**config.mk**
```make
export PLATFORM = sky130hd
export DESIGN_NAME = sevenseg_scan_driver
export DESIGN_NICKNAME = d
export VERILOG_FILES = /design/src/rtl/sevenseg_pkg.sv /design/src/rtl/sevenseg_glyph.sv /design/src/rtl/sevenseg_scan_driver.sv
export SDC_FILE = /design/constraint.sdc
export NUM_CORES = 1
export LEC_CHECK = 0
export CAP_MARGIN = 0
export CELL_PAD_IN_SITES_DETAIL_PLACEMENT = 0
export CELL_PAD_IN_SITES_GLOBAL_PLACEMENT = 2
export CORE_MARGIN = 10
export CORE_UTILIZATION = 38
export DETAILED_ROUTE_END_ITERATION = 6
export PLACE_DENSITY_LB_ADDON = 0.2
export RECOVER_POWER = 25
export SYNTH_ARGS = -nofsm -noshare
export SYNTH_HDL_FRONTEND = slang
export SYNTH_HIERARCHICAL = 1
export SYNTH_SLANG_ARGS = --single-unit
export TNS_END_PERCENT = 100
```
**constraint.sdc**
```tcl
create_clock -name clk -period 3.35 [get_ports clk]
set_clock_uncertainty 0.05 [all_clocks]
set_input_delay 0.5025 -clock clk [delete_from_list [all_inputs] [get_ports clk]]
set_output_delay 0.5025 -clock clk [all_outputs]
set_load 0.03 [all_outputs]
```
**src/rtl/sevenseg_pkg.sv**
```systemverilog
// Shared types and glyph table for the seven-segment scan driver.
//   glyph_t       : positive-logic segment pattern, bit k = segment k (0..6)
//   slot_state_t  : per-slot scan phase (anti-ghost blank, then drive)
//   hex_to_glyph  : nibble to glyph lookup
package sevenseg_pkg;

  typedef logic [6:0] glyph_t;

  typedef enum logic [0:0] {
    SLOT_BLANK = 1'b0,
    SLOT_DRIVE = 1'b1
  } slot_state_t;

  localparam glyph_t GLYPH_0   = 7'h3F;
  localparam glyph_t GLYPH_1   = 7'h06;
  localparam glyph_t GLYPH_2   = 7'h5B;
  localparam glyph_t GLYPH_3   = 7'h4F;
  localparam glyph_t GLYPH_4   = 7'h66;
  localparam glyph_t GLYPH_5   = 7'h6D;
  localparam glyph_t GLYPH_6   = 7'h7D;
  localparam glyph_t GLYPH_7   = 7'h07;
  localparam glyph_t GLYPH_8   = 7'h7F;
  localparam glyph_t GLYPH_9   = 7'h67;
  localparam glyph_t GLYPH_A   = 7'h77;
  localparam glyph_t GLYPH_B   = 7'h7C;
  localparam glyph_t GLYPH_C   = 7'h39;
  localparam glyph_t GLYPH_D   = 7'h5E;
  localparam glyph_t GLYPH_E   = 7'h79;
  localparam glyph_t GLYPH_F   = 7'h71;
  localparam glyph_t GLYPH_OFF = 7'h00;

  function automatic glyph_t hex_to_glyph(input logic [3:0] nibble);
    glyph_t g;
    g = GLYPH_OFF;
    case (nibble)
      4'h0: g = GLYPH_0;
      4'h1: g = GLYPH_1;
      4'h2: g = GLYPH_2;
      4'h3: g = GLYPH_3;
      4'h4: g = GLYPH_4;
      4'h5: g = GLYPH_5;
      4'h6: g = GLYPH_6;
      4'h7: g = GLYPH_7;
      4'h8: g = GLYPH_8;
      4'h9: g = GLYPH_9;
      4'hA: g = GLYPH_A;
      4'hB: g = GLYPH_B;
      4'hC: g = GLYPH_C;
      4'hD: g = GLYPH_D;
      4'hE: g = GLYPH_E;
      4'hF: g = GLYPH_F;
    endcase
    return g;
  endfunction

endpackage

```
**src/rtl/sevenseg_glyph.sv**
```systemverilog
// Combinational hex nibble to seven-segment glyph decoder.
//   nibble : hex digit 0..F
//   glyph  : positive-logic segment pattern (bit k = segment k)
module sevenseg_glyph
  import sevenseg_pkg::*;
(
  input  logic [3:0] nibble,
  output glyph_t     glyph
);

  always_comb glyph = hex_to_glyph(nibble);

endmodule

```
**src/rtl/sevenseg_scan_driver.sv**
```systemverilog
// Time-multiplexed driver for a bank of common-anode seven-segment digits.
// Inputs are captured into a shadow set on load and promoted to the active
// set only at frame boundaries, so a frame never shows a mix of values.
//   clk, reset_n : clock, asynchronous active-low reset
//   value        : packed nibbles, digit k = value[4k+3:4k]
//   dp_mask      : decimal point on for digit k
//   blank_mask   : force digit k dark
//   lz_en        : leading-zero suppression enable
//   load         : single-cycle capture strobe
//   seg          : active-low segments, seg[7] = DP
//   dig_n        : active-low digit enable, one-cold or all high
//   frame_done   : one-cycle pulse at the first cycle of each frame
module sevenseg_scan_driver
  import sevenseg_pkg::*;
#(
  parameter int unsigned NUM_DIGITS   = 6,
  parameter int unsigned SCAN_DIV     = 50000,
  parameter int unsigned BLANK_CYCLES = 16
) (
  input  logic                    clk,
  input  logic                    reset_n,
  input  logic [4*NUM_DIGITS-1:0] value,
  input  logic [NUM_DIGITS-1:0]   dp_mask,
  input  logic [NUM_DIGITS-1:0]   blank_mask,
  input  logic                    lz_en,
  input  logic                    load,
  output logic [7:0]              seg,
  output logic [NUM_DIGITS-1:0]   dig_n,
  output logic                    frame_done
);

  localparam int unsigned PRE_W = $clog2(SCAN_DIV);
  localparam int unsigned IDX_W = (NUM_DIGITS > 1) ? $clog2(NUM_DIGITS) : 1;

  logic [PRE_W-1:0] pre;
  logic [IDX_W-1:0] idx;

  logic [4*NUM_DIGITS-1:0] value_sh, value_act, value_src;
  logic [NUM_DIGITS-1:0]   dp_sh, dp_act, dp_src;
  logic [NUM_DIGITS-1:0]   blank_sh, blank_act, blank_src;
  logic                    lz_sh, lz_src;
  logic [NUM_DIGITS-1:0]   lz_mask_act;

  logic        slot_end, boundary;
  slot_state_t slot_state;
  logic [3:0]  nib;
  logic        dp_sel, dark_sel;
  logic [NUM_DIGITS-1:0] dig_sel;
  glyph_t      glyph;
  logic [7:0]  seg_c;
  logic [NUM_DIGITS-1:0] dig_n_c;

  // A digit is suppressed when it and every higher digit is a zero nibble
  // with no DP; the walk runs from the top digit down and stops at digit 1.
  function automatic logic [NUM_DIGITS-1:0] calc_lz_mask(
    input logic [4*NUM_DIGITS-1:0] v,
    input logic [NUM_DIGITS-1:0]   dp,
    input logic                    en
  );
    logic                  run;
    logic [NUM_DIGITS-1:0] m;
    m   = '0;
    run = en;
    for (int unsigned k = NUM_DIGITS - 1; k >= 1; k--) begin
      run  = run && (v[4*k +: 4] == 4'h0) && !dp[k];
      m[k] = run;
    end
    return m;
  endfunction

  assign slot_end = (pre == PRE_W'(SCAN_DIV - 1));
  assign boundary = slot_end && (idx == IDX_W'(NUM_DIGITS - 1));

  // A load in the boundary cycle bypasses shadow straight into the active set.
  always_comb begin
    value_src = load ? value      : value_sh;
    dp_src    = load ? dp_mask    : dp_sh;
    blank_src = load ? blank_mask : blank_sh;
    lz_src    = load ? lz_en      : lz_sh;
  end

  always_comb begin
    nib      = '0;
    dp_sel   = 1'b0;
    dark_sel = 1'b0;
    dig_sel  = '1;
    for (int unsigned k = 0; k < NUM_DIGITS; k++) begin
      if (idx == IDX_W'(k)) begin
        nib        = value_act[4*k +: 4];
        dp_sel     = dp_act[k];
        dark_sel   = blank_act[k] | lz_mask_act[k];
        dig_sel[k] = 1'b0;
      end
    end
  end

  sevenseg_glyph u_glyph (
    .nibble (nib),
    .glyph  (glyph)
  );

  // Dark digits keep their enable asserted so every slot has equal duty.
  always_comb begin
    slot_state = (pre < PRE_W'(BLANK_CYCLES)) ? SLOT_BLANK : SLOT_DRIVE;
    seg_c      = 8'hFF;
    dig_n_c    = '1;
    if (slot_state == SLOT_DRIVE) begin
      dig_n_c = dig_sel;
      if (!dark_sel) seg_c = {~dp_sel, ~glyph};
    end
  end

  always_ff @(posedge clk or negedge reset_n) begin
    if (!reset_n) begin
      pre         <= '0;
      idx         <= '0;
      value_sh    <= '0;
      dp_sh       <= '0;
      blank_sh    <= '0;
      lz_sh       <= 1'b0;
      value_act   <= '0;
      dp_act      <= '0;
      blank_act   <= '0;
      lz_mask_act <= '0;
      seg         <= 8'hFF;
      dig_n       <= '1;
      frame_done  <= 1'b0;
    end else begin
      if (load) begin
        value_sh <= value;
        dp_sh    <= dp_mask;
        blank_sh <= blank_mask;
        lz_sh    <= lz_en;
      end
      if (boundary) begin
        value_act   <= value_src;
        dp_act      <= dp_src;
        blank_act   <= blank_src;
        lz_mask_act <= calc_lz_mask(value_src, dp_src, lz_src);
      end
      if (slot_end) begin
        pre <= '0;
        idx <= (idx == IDX_W'(NUM_DIGITS - 1)) ? '0 : idx + 1'b1;
      end else begin
        pre <= pre + 1'b1;
      end
      seg        <= seg_c;
      dig_n      <= dig_n_c;
      frame_done <= boundary;
    end
  end

endmodule

```
# Word-level counts from Yosys, hierarchy flattened
# Memory sizes are Yosys's and may differ from the RTL's.
# Cells that the tools add are included.
word_totals:
  regBits: 112
  rom_bits: 112
  n_memories: 1
mem_list:
  columns: ["memory", "words", "width", "read_ports", "rd_clocked_by_memory_dff", "write_ports", "line_no", "text"]
  rows:
  - ["(name not given)", 16, 7, 1, 0, 0, "sevenseg_pkg.sv:35", "case (nibble)"]
classes:
  n_addsub: 2
  n_lt_le_gt_ge: 1
  eq_ne: 6
  mux: 33
  n_bitwise: 7
  reduce_logical: 22
ops:
  columns: ["operator", "count"]
  rows:
  - ["$mux W24", 1]
  - ["$mux W4", 6]
  - ["$logic_not A4 Y1", 5]
  - ["$mux W1", 19]
  - ["$mux W6", 3]
  - ["$add A16 B1 Y16 const B", 1]
  - ["$eq A16 B16 Y1 const B", 1]
  - ["$lt A16 B5 Y1 const B", 1]
  - ["$mux W16", 1]
  - ["$mux W8", 2]
  - ["$logic_and A1 B1 Y1", 11]
  - ["$not A7 Y7", 1]
  - ["$eq A3 B2 Y1 const B", 2]
  - ["$eq A3 B3 Y1 const B", 2]
  - ["$logic_not A1 Y1", 5]
  - ["$or A1 B1 Y1", 5]
  - ["$add A3 B1 Y3 const B", 1]
  - ["$eq A3 B1 Y1 const B", 1]
  - ["$logic_not A3 Y1", 1]
  - ["$mux W3", 1]
  - ["$not A1 Y1", 1]

# Depth between registers and ports, before layout
depth:
  word_depth: 12
  ltp_mapped: 14
  mapped_depth_nobuf: 11

# Cells and area by module
# Netlist, hierarchy kept.
modules_own_cells:
  columns: ["module", "n_inst", "cells_each", "area_per_inst_um2"]
  rows:
  - ["sevenseg_scan_driver", 1, 386, 4754.6]
  - ["sevenseg_glyph", 1, 38, 267.8]

# Worst setup path after synthesis
# OpenSTA, ideal clock, no wires.
synth_path:
  kind: "register to register"
  start: "reg idx[0]"
  end: "reg seg[1]"
  setup_ns: 0.081
  arrival_ns: 2.849
  required_time_ns: 3.219
  setup_slack_ns: 0.370
  stages_incl_launch_ff: 15
  path_cell_list: "dfrtp_1 buf_2 buf_1 and2_1 ha_1 clkbuf_1 nor2_1 a221oi_1 o21ai_0 inv_1 ha_1 and2b_1 o21ai_1 o21a_1 nand2_1"
synth_via:
  elab_chain_len: 11
synth_rtl:
  columns: ["element", "line_no", "text"]
  rows:
  - ["start: declaration", "sevenseg_scan_driver.sv:36", "logic [IDX_W-1:0] idx;"]
  - ["start signal: assignment", "sevenseg_scan_driver.sv:143", "idx <= (idx == IDX_W'(NUM_DIGITS - 1)) ? '0 : idx + 1'b1;"]
  - ["$logic_not A3 Y1", "sevenseg_scan_driver.sv:88", "if (idx == IDX_W'(k)) begin"]
  - ["$mux W4 (5 in a row)", "sevenseg_scan_driver.sv:88", null]
  - ["$mux W4 (*)", "sevenseg_scan_driver.sv:88", null]
  - ["via nib[0]", "sevenseg_scan_driver.sv:46", "logic [3:0] nib;"]
  - ["$mem_v2 Z16 W7 (*)", null, null]
  - ["via glyph[1]", "sevenseg_scan_driver.sv:49", "glyph_t glyph;"]
  - ["$not A7 Y7 (*)", "sevenseg_scan_driver.sv:109", "if (!dark_sel) seg_c = {~dp_sel, ~glyph};"]
  - ["$mux W8 (*)", "sevenseg_scan_driver.sv:109", null]
  - ["$mux W8 (*)", "sevenseg_scan_driver.sv:107", "if (slot_state == SLOT_DRIVE) begin"]
  - ["via seg_c[1]", "sevenseg_scan_driver.sv:50", "logic [7:0] seg_c;"]
  - ["end signal: assignment", "sevenseg_scan_driver.sv:147", "seg <= seg_c;"]
  - ["end: declaration", "sevenseg_scan_driver.sv:27", "output logic [7:0] seg,"]
# The timed path passes the listed nets; every way through them passes the cells marked *.
# A chain may end at the register's enable or synchronous reset.

# Final worst setup path
layout_path:
  start: "reg idx[1]"
  end: "reg seg[1]"
# Same word-level chain as after synthesis.

==> out/qor.csv <==
stage,metric,value,unit
cells_and_area,layout overhead on the synthesized area,18.9,%
outcome,outcome,"complete, no violations",
critical_path,crit-path max FO,16,
critical_path,max incr delay on CP,0.53,ns
synth,count of different cell masters after synthesis,51,
route,Routed Wire Length,10300,µm
clock_tree,Inserted Clock Buffers,9,
floorplan,I/O pin total,55,
synth,Yosys top cell area share,0.488,
synth,Yosys reg bits,112,
synth,syn avg cell area,11.8,µm²
timing,Tmin final,3.06,ns
synth,Netlist Area Pre-Place,5020,µm²
timing,setup TNS,0,ns
grt,vias in the first global route,3390,
critical_path,"slowest stage cell, crit path",dfrtp_1,
synth,YS warnings,6,
route,DRC viols,0,
clock_tree,"Clk Latency, worst-skew pair",0.35,ns
critical_path,critical path class,reg -> reg,
timing,Final setup viols,0,
cells_and_area,area occupied by multi-input gates,2020,µm²
floorplan,Starting Density,0.393,
cells_and_area,Fillers,1177,
cells_and_area,n_diodes,0,
route,WL per Instance,15.7,µm
route,Pre-Repair DR Iteration Count,4,
critical_path,CP required,3.57,ns
run,max_cap viols,0,
synth,Syn Inst Count,424,
synth,"EDFF count, synth",0,
clock_tree,Clock transition at path regs,0.07,ns
floorplan,Core Region,12800,µm²
critical_path,buffers and inverters on the worst path,1,
synth,main flop type after synthesis,dfrtp_1,
clock_tree,"Setup Fix Bufs, Post-CTS",0,
placement,Final HPWL DP,7520,µm
critical_path,most numerous cell on the critical path,ha_1,
cells_and_area,Final #Nets,525,
synth,Yosys top cell by area,dfrtp_1,
clock_tree,clk buf depth,2,
synth,dominant cells by area after synthesis,"dfrtp_1 49%, mux2_2 8.3%, dfstp_2 7.3%",
clock_tree,PostCTS Resize Cnt,0,
clock_tree,CTS sink cnt,112,
timing,Worst-Margin Slew,1.36,ns
critical_path,cell family with most CP delay,compound AO/OA/AOI/OAI gates,
timing,post-route clock period utilization,0.914,
power_and_ir_drop,Max VDD drop,250,µV
floorplan,Die Span Y,135,µm
critical_path,startpoint types,flop,
power_and_ir_drop,PD cells,426,nW/µm²
power_and_ir_drop,total power draw,2.54,mW
synth,async set-or-reset flop fraction in the synthesized netlist,1.00,
cells_and_area,layout cell share with drive strength beyond 1,0.164,
route,DR vias,3226,
clock_tree,Root Driver,clkbuf_16,
timing,Rel. slew slack,0.0931,
critical_path,Crit. End Element,flop,
route,initial DRC count,216,
route,Final ANT Viol Nets,0,
grt,first-pass GRT wire length,17200,µm
critical_path,crit path DAT,3.28,ns
clock_tree,hold_buf cts,0,
placement,gpl congestion,0.826,
route,Via density,4.94,
grt,GRT Overall Usage,0.120,
floorplan,floorplan die width,135,µm
floorplan,Row Count,41,
timing,Fin. Hold Viols,0,
placement,Port Buf Inserts,54,
synth,most frequent cells after synthesis,"98 x dfrtp_1, 38 x nand2_1, 37 x mux2_2",
grt,initial antenna violation count,0,
synth,"count leader, synth",dfrtp_1,
clock_tree,H-tree Lvls,3,
critical_path,crit-path cells,and2_1 > ha_1 > nor2_1 > a221oi_1 > o21ai_0 > inv_1 > ha_1 > and2b_1 > o21ai_1 > o21a_1 > nand2_1,
power_and_ir_drop,leak pwr,2.62,nW
timing,final slew viol count,0,
cells_and_area,Sequential Area,2820,µm²
clock_tree,CTS tree,built,
timing,RSZ-0062 raised after global routing,false,
worst_hold_path,hold crit path type,in -> async,
grt,GRT overflow,0,
timing,Fmax,326,MHz
floorplan,Die Area,18200,µm²
synth,Syn Nets,473,
synth,"Seq/Total Area, Yosys",0.562,
grt,largest net degree at the start of global routing,58,
-- final cells by class --
cell class | instances | area share
Multi-Input combinational cell | 276 | 0.339
Timing Repair Buffer | 61 | 0.0993
Clock inverter | 3 | 0.00356
Inverter | 16 | 0.0101
Sequential cell | 112 | 0.472
Tap cell | 172 | 0.0360
Clock buffer | 13 | 0.0402
-- metal layers --
layer,share of wire,vias up,GRT usage
met5,0,-,0
met4,0.023,0,0.0586
met3,0.034,16,0.0278
met2,0.45,50,0.179
met1,0.50,1588,0.159
li1,-,1572,-
-- cells in the final DEF (no fill, tap or decap), types with 2 or more instances in the layout --
| cell type | synthesis | final |
|---|---|---|
| mux2_1 | 21 | 21 |
| xor2_1 | 6 | 6 |
| and2_1 | 2 | 2 |
| a21oi_1 | 17 | 17 |
| nor3_1 | 7 | 7 |
| a221oi_1 | 4 | 4 |
| nand2_1 | 38 | 38 |
| o21ai_0 | 14 | 13 |
| nor4_1 | 3 | 3 |
| clkbuf_2 | 0 | 2 |
| xnor2_1 | 9 | 9 |
| a21o_1 | 2 | 2 |
| nor2_1 | 35 | 35 |
| nand2b_1 | 7 | 7 |
| inv_1 | 15 | 15 |
| o21a_1 | 2 | 2 |
| nand4_1 | 5 | 5 |
| clkdlybuf4s50_1 | 0 | 52 |
| nor4b_1 | 5 | 5 |
| nand3_1 | 7 | 7 |
| o21ai_1 | 3 | 4 |
| and2b_1 | 2 | 2 |
| dfrtp_1 | 98 | 98 |
| or4_1 | 2 | 2 |
| clkbuf_1 | 5 | 4 |
| buf_4 | 1 | 5 |
| dfstp_2 | 14 | 14 |
| mux2i_1 | 15 | 15 |
| clkbuf_16 | 0 | 9 |
| mux2_2 | 37 | 37 |
| nor2b_1 | 4 | 4 |
| ha_1 | 9 | 9 |
| a22oi_1 | 3 | 3 |
-- registers in the layout (all words and copies together) (netlist names), 3 cells and up --
| name | cells |
|---|---|
| blank_sh | 6 |
| dig_n | 6 |
| value_act | 24 |
| lz_mask_act | 5 |
| value_sh | 24 |
| idx | 3 |
| dp_act | 6 |
| dp_sh | 6 |
| blank_act | 6 |
| pre | 16 |
| seg | 8 |
-- logic make-up (layout without fill, tap and decap cells) --
logic type	Yosys count	after routing	synth area share
simple gates	127	127	0.130
flops	112	112	0.562
mux	73	73	0.160
compound gates	52	52	0.0640
buf+inv	36	93	0.0359
xor+xnor	15	15	0.0262
fa+ha+maj	9	9	0.0224
-- final timing paths --
kind	from	end	slack [ns]	cells past startpoint
min reg2reg	pre[0]	pre[0]	0.44	1
max in group asynchronous	reset_n	pre[8]	0.83	2
min in group clk	pre[0]	pre[0]	0.44	1
max	idx[1]	seg[1]	0.29	11
min	reset_n	lz_sh	0.41	1
max reg2reg	idx[1]	seg[1]	0.29	11
-- power by group --
group	switching (mW)	internal [mW]
combinational	0.0786	0.0821
clock	0.465	0.506
sequential	0.0136	1.40
-- metrics by stage --
step	hold WS, ns	area, µm²	worst slack, ns	cells	util
4_1_cts	0.177	5990	0.303	653	0.469
2_1_floorplan	0.157	5020	0.370	424	-
3_5_place_dp	0.426	5730	0.322	637	0.448
5_1_grt	0.457	5970	0.0386	653	0.468
6_report	0.408	5970	0.287	653	0.468
3_3_place_gp	0.418	5730	0.453	637	0.448
Note: power is estimated with default switching activity, not from simulation.
==> edit 1: new RTL, config.mk and constraints unchanged <==
Set the parameter `SCAN_DIV` to 25000 (it was 50000).
--- a/src/rtl/sevenseg_scan_driver.sv
+++ b/src/rtl/sevenseg_scan_driver.sv
@@ -14,7 +14,7 @@
   import sevenseg_pkg::*;
 #(
   parameter int unsigned NUM_DIGITS   = 6,
-  parameter int unsigned SCAN_DIV     = 50000,
+  parameter int unsigned SCAN_DIV     = 25000,
   parameter int unsigned BLANK_CYCLES = 16
 ) (
   input  logic                    clk,
Check against the original RTL: no difference found for any inputs over 10 cycles, from zero or initial values and one cycle with reset_n low; that may be too few to reach the edited logic, so the function may still have changed.
==> edit 1 against the original RTL <==
  * The run now ends with max-capacitance violations, max-slew violations left
  * Die area fell by 1.8%
  * Highest routed layer unchanged
  * Synthesized cell count rose by 12%
  * Wire length rose by 4.3%
  * Sequential cell count fell by 1
  * Synthesized area fell by 2.1%
  * Clock power rose by 28%
  * Power rose by 10%
  * Largest power group unchanged
  * Worst setup slack improved by 0.11 ns
  * Fmax rose by 3.7%
  * Largest cell class unchanged
  * Final area rose by 0.46%
==> edit 1: results (changes against the original RTL) <==
| Metric | Value |
|---|---|
| Biggest regs | value_act: 24 flops, value_sh: 24 flops, pre: 15 flops |
| RR Endpoint | seg[1] |
| Largest net degree at the start of global routing | 67 (+16%) |
| Distinct cells, synth | 46 (-9.8%) |
| Max Cap Viol | 1 (+1) |
| First-pass GRT wire length | 18.6 mm (+7.7%) |
| Mapped Nets | 525 (+11%) |
| DR WL met2 | 5.02 mm (+9.6%) |
| Fin. max-slew vios | 46 (+46) |
| Number of global-route vias before repair | 3741 (+10%) |
| CP startpoint | idx[1] |
| Post-synth top cells | nand2_1 (134), dfrtp_1 (97), mux2_2 (30) |
| Layout cells sized above 1 | 0.144 (-0.0200) |
| Placed cell area | 5650 um2 (-1.3%) |
| Diodes inserted | 0 (unchanged) |
| Run status | finished with violations |
| IO buf count | 54 (unchanged) |
| Met3 routed WL | 521 um (+49%) |
| Metal-1 WL | 5.02 mm (-1.6%) |
| Fillcell total | 1263 (+7.3%) |
| Final nets | 578 (+10%) |
| DP HPWL | 7.85 mm (+4.4%) |
| Min-Delay Path Depth | 1 |
| TritonRoute pass-1 iters | 4 (unchanged) |
| Failing checks | max-capacitance violations, max-slew violations |
| DRT iter0 DRCs | 173 (-20%) |
| Via count | 3419 (+6.0%) |
| Worst slew margin | -0.687 (-0.780) |
| Lkg Pwr | 2.59 nW (-1.2%) |
| Flop2flop setup slack | 0.40 ns (+0.11 ns) |
| Worst path arrival time | 3.18 ns (-0.10 ns) |
| Peak supply drop | 322 uV (+29%) |
| HP Class | flop to flop |
| Sequential area share after synthesis | 0.568 (+0.00691) |
| Final Wtd Congestion | 0.828 (+0.21%) |
| Postcts setup bufs | 0 (unchanged) |
| Cells on worst reg2reg path | 11 (unchanged) |
| GR Util All Layers | 0.129 (+0.00895) |
| Worst skew pair latency | 0.36 ns |
| Synth area leaders | dfrtp_1 (49%), nand2_1 (10%), dfstp_2 (7.5%), mux2_2 (6.9%), mux2i_1 (3.1%) |
| Worst min-delay path endpoint | pre[0] |
| WL per Instance | 15.2 um (-3.5%) |
==> edit 1: layout make-up <==
cell class / instances / share of cell area
sequential: 111 / 0.466
tap: 172 / 0.0359
clock inverter: 6 / 0.0188
clock buffer: 10 / 0.0398
timing repair buffer: 64 / 0.103
inverter: 15 / 0.00938
multi-input combinational: 328 / 0.327
==> edit 1: how the worst max path moves through the flow <==
| stage | end | slack, ns |
|---|---|---|
| after floorplan | seg[1] | 0.34 |
| after global placement | seg[1] | 0.44 |
| after detailed placement | seg[1] | 0.26 |
| after CTS | seg[1] | 0.23 |
| after global routing | seg[1] | 0.13 |
| final | seg[1] | 0.40 |
==> edit 1: layer usage <==
metal	up-vias	GRT usage
li1	1690	-
met4	0	0.0387
met5	-	0
met3	13	0.0459
met2	51	0.204
met1	1665	0.161
==> edit 1: critical path, cell delays in order (launching register included) <==
cell and delay, ns:
dfrtp_1 0.53, and2_1 0.22, ha_1 0.29, nor2_1 0.30
a221oi_1 0.13, o21ai_1 0.36, inv_1 0.17, ha_1 0.36
and2b_1 0.17, o21ai_1 0.12, o21a_1 0.13, nand2_1 0.04
==> edit 1: stage by stage <==
| stage | utilization | setup slack [ns] | std cells | hold WS, ns | power (W) |
|---|---|---|---|---|---|
| finish | 0.473 | 0.396 | 706 | 0.433 | 0.00280 |
| global route | 0.473 | 0.132 | 706 | 0.462 | 0.00292 |
| CTS | 0.474 | 0.228 | 706 | 0.122 | 0.00286 |
| detailed placement | 0.446 | 0.263 | 690 | 0.418 | 0.00159 |
| global placement | 0.446 | 0.444 | 690 | 0.419 | 0.00158 |
| floorplan | - | 0.338 | 476 | 0.157 | 0.00149 |
==> edit 1: kinds of logic (layout without fill, tap and decap cells) <==
| family | after synthesis | count (layout) | share of synthesized area |
|---|---|---|---|
| and+or+nand+nor | 210 | 210 | 0.188 |
| DFF | 111 | 111 | 0.568 |
| xor gates and xnor gates | 14 | 14 | 0.0249 |
| muxes | 45 | 45 | 0.0992 |
| adders and majority gates | 9 | 9 | 0.0229 |
| AOI/OAI and AO/OA | 50 | 50 | 0.0644 |
| buffers and inverters | 37 | 95 | 0.0321 |
==> edit 1: report_power, final <==
| group | switching (W) | total [W] | internal [W] |
|---|---|---|---|
| logic | 0.0000764 | 0.000160 | 0.0000841 |
| registers | 0.0000142 | 0.00140 | 0.00138 |
| clock network | 0.000489 | 0.00124 | 0.000755 |
| total | 0.000580 | 0.00280 | 0.00222 |
==> edit 2: new RTL, config.mk and constraints unchanged <==
Made on the original files. Add an input register stage for `blank_mask`, with the module's reset; this delays it by one clock. The other inputs are not delayed to match.
--- a/src/rtl/sevenseg_scan_driver.sv
+++ b/src/rtl/sevenseg_scan_driver.sv
@@ -31,6 +31,16 @@
 
   localparam int unsigned PRE_W = $clog2(SCAN_DIV);
   localparam int unsigned IDX_W = (NUM_DIGITS > 1) ? $clog2(NUM_DIGITS) : 1;
+
+  logic [NUM_DIGITS-1:0] blank_mask_q;
+
+  always_ff @(posedge clk or negedge reset_n) begin
+    if (!reset_n) begin
+      blank_mask_q <= '0;
+    end else begin
+      blank_mask_q <= blank_mask;
+    end
+  end
 
   logic [PRE_W-1:0] pre;
   logic [IDX_W-1:0] idx;
@@ -75,7 +85,7 @@
   always_comb begin
     value_src = load ? value      : value_sh;
     dp_src    = load ? dp_mask    : dp_sh;
-    blank_src = load ? blank_mask : blank_sh;
+    blank_src = load ? blank_mask_q : blank_sh;
     lz_src    = load ? lz_en      : lz_sh;
   end
 
@@ -129,7 +139,7 @@
       if (load) begin
         value_sh <= value;
         dp_sh    <= dp_mask;
-        blank_sh <= blank_mask;
+        blank_sh <= blank_mask_q;
         lz_sh    <= lz_en;
       end
       if (boundary) begin
Check against the original RTL: same outputs for any inputs over 10 cycles, from zero or initial values and one cycle with reset_n low; that may be too few to reach the edited logic, so the function may still have changed.
==> edit 2 against the original RTL <==
  * Synthesized area increased by 3.4%
  * Die area is 2.9% higher
  * Wire length up 7.7%
  * First-iteration DRC count fell by 10%
  * Worst setup slack gained 0.073 ns
  * Sequential cell count is 6 higher
  * Power is 47% higher
  * Final area increased by 9.6%
  * Largest power group is now the clock network
==> edit 2: results (changes against the original RTL) <==
| Metric | Value |
|---|---|
| PostCTS Resize Cnt | 0 (unchanged) |
| Lkg Pwr | 2.82 nW (+7.5%) |
| Ys async rst share | 1.00 (unchanged) |
| Synth area leaders | dfrtp_1 (50%), mux2_2 (14%), dfstp_2 (7.1%), mux2i_1 (3.9%), nand2_1 (2.5%) |
| Final nets | 531 (+1.1%) |
| Final Wtd Congestion | 0.766 (-7.3%) |
| Distinct cells, synth | 48 (-5.9%) |
| Post-synthesis mux area share | 0.186 (+0.0261) |
| Clock buffer count from CTS | 17 (+8) |
| Placed cell area | 5910 um2 (+3.2%) |
| DP HPWL | 7.92 mm (+5.3%) |
| First-pass GRT wire length | 18.5 mm (+7.0%) |
| H-tree levels | 4 (+1) |
| TritonRoute pass-1 iters | 4 (unchanged) |
| Largest net degree at the start of global routing | 54 (-6.9%) |
| Number of global-route vias before repair | 3559 (+5.0%) |
| Post-synth top cells | dfrtp_1 (104), mux2_2 (66), nand2_1 (34) |
| Worst slew pin tran | 1.40 ns (+0.0416 ns) |
| Diodes inserted | 0 (unchanged) |
| DRT iter0 DRCs | 194 (-10%) |
| Initial antenna violation count | 0 (unchanged) |
| Postcts setup bufs | 0 (unchanged) |
| Synth Area in Adders | 0.0217 (-0.000730) |
| Main flop type after synthesis | dfrtp_1 |
| Peak supply drop | 352 uV (+41%) |
| Mapped Nets | 469 (-0.85%) |
| Crit path max-delay family | compound AO/OA/AOI/OAI gates |
| Worst skew pair latency | 0.42 ns (+0.07 ns) |
| Layout cells sized above 1 | 0.253 (+0.0883) |
| Final WL | 11.1 mm (+7.7%) |
| Critical Path Slowest Stage Cell | o221ai_1 |
| Clk buf depth | 2 (unchanged) |
| Compound-cell area share of the yosys netlist | 0.0509 (-0.0132) |
| Worst-path clk slew | 0.05 ns (-0.02 ns) |
| Biggest regs | value_act: 24 flops, value_sh: 24 flops, pre: 16 flops |
| HP Class | input pin to asynchronous set/reset pin |
| Via count | 3345 (+3.7%) |
| Worst path arrival time | 3.27 ns (about the same) |
| Root Buffer | clkbuf_16 |
| Post-Synth XOR/XNOR Area | 0.0236 (-0.00254) |
| GR Util All Layers | 0.127 (+0.00714) |
| Run status | finished clean |
| Synthesis warning total | 6 (unchanged) |
| Crit-path max cell delay | 0.79 ns (+0.26 ns) |
| Max Fanout on Critical Path | 19 (+3) |
| IO buf count | 54 (unchanged) |
| Sequential area share after synthesis | 0.572 (+0.0107) |
[edit 2: cells by family (layout without fill, tap and decap cells)]
| family | Yosys count | in the layout |
|---|---|---|
| simple gates | 118 | 118 |
| xor+xnor | 14 | 14 |
| fa+ha+maj | 9 | 9 |
| compound gates | 40 | 40 |
| buf+inv | 33 | 108 |
| flops | 118 | 118 |
| mux | 88 | 88 |
[edit 2: final timing paths]
kind | start | end | slack [ns] | cells past startpoint
worst max-delay path | idx[1] | seg[6] | 0.36 | 8
worst min-delay path | reset_n | pre[11] | 0.35 | 1
worst max register to register | idx[1] | seg[6] | 0.36 | 8
worst min register to register | pre[0] | pre[0] | 0.40 | 1
max in group asynchronous | reset_n | value_act[7] | 1.70 | 2
min in group clk | pre[0] | pre[0] | 0.40 | 1
[edit 2: worst register-to-register path, stage by stage (launching register included)]
cell,delay (ns)
dfrtp_1,0.72
and2_1,0.22
ha_1,0.33
buf_4,0.22
mux2i_1,0.10
o221ai_1,0.79
nor2_1,0.17
a22oi_1,0.23
nand2_1,0.09
[edit 2: where the power goes]
group | switching, W | internal [W] | total, W | leakage [nW]
Combinational | 0.000128 | 0.000128 | 0.000256 | 1.09
Sequential | 0.0000289 | 0.00151 | 0.00153 | 1.42
Clock | 0.000666 | 0.00127 | 0.00194 | 0.304
Total | 0.000823 | 0.00291 | 0.00373 | 2.82
[edit 2: per-stage QoR]
stage	util	cells	hold WS, ns	power, W	setup slack [ns]
6_report	0.492	671	0.351	0.00373	0.360
4_1_cts	0.493	671	0.113	0.00377	0.400
3_3_place_gp	0.445	639	0.388	0.00182	0.454
2_1_floorplan	-	420	0.157	0.00169	0.0451
5_1_grt	0.492	671	0.420	0.00388	0.0973
3_5_place_dp	0.445	639	0.401	0.00182	0.419
[edit 2: area by class of cell]
class / count / area [um2]
timing repair buffer: 64 / 604
multi-input combinational: 269 / 2070
clock buffer: 19 / 443
fill: 1185 / 6750
clock inverter: 13 / 196
tap: 176 / 220
sequential: 118 / 2970
inverter: 12 / 45.0
[edit 2: routing by layer]
layer | track usage | up-vias | wire length, um
met2 | 0.199 | 59 | 5320
met4 | 0.0492 | 0 | 140
met1 | 0.158 | 1662 | 5120
li1 | - | 1611 | -
met5 | 0 | - | 0
met3 | 0.0436 | 13 | 482
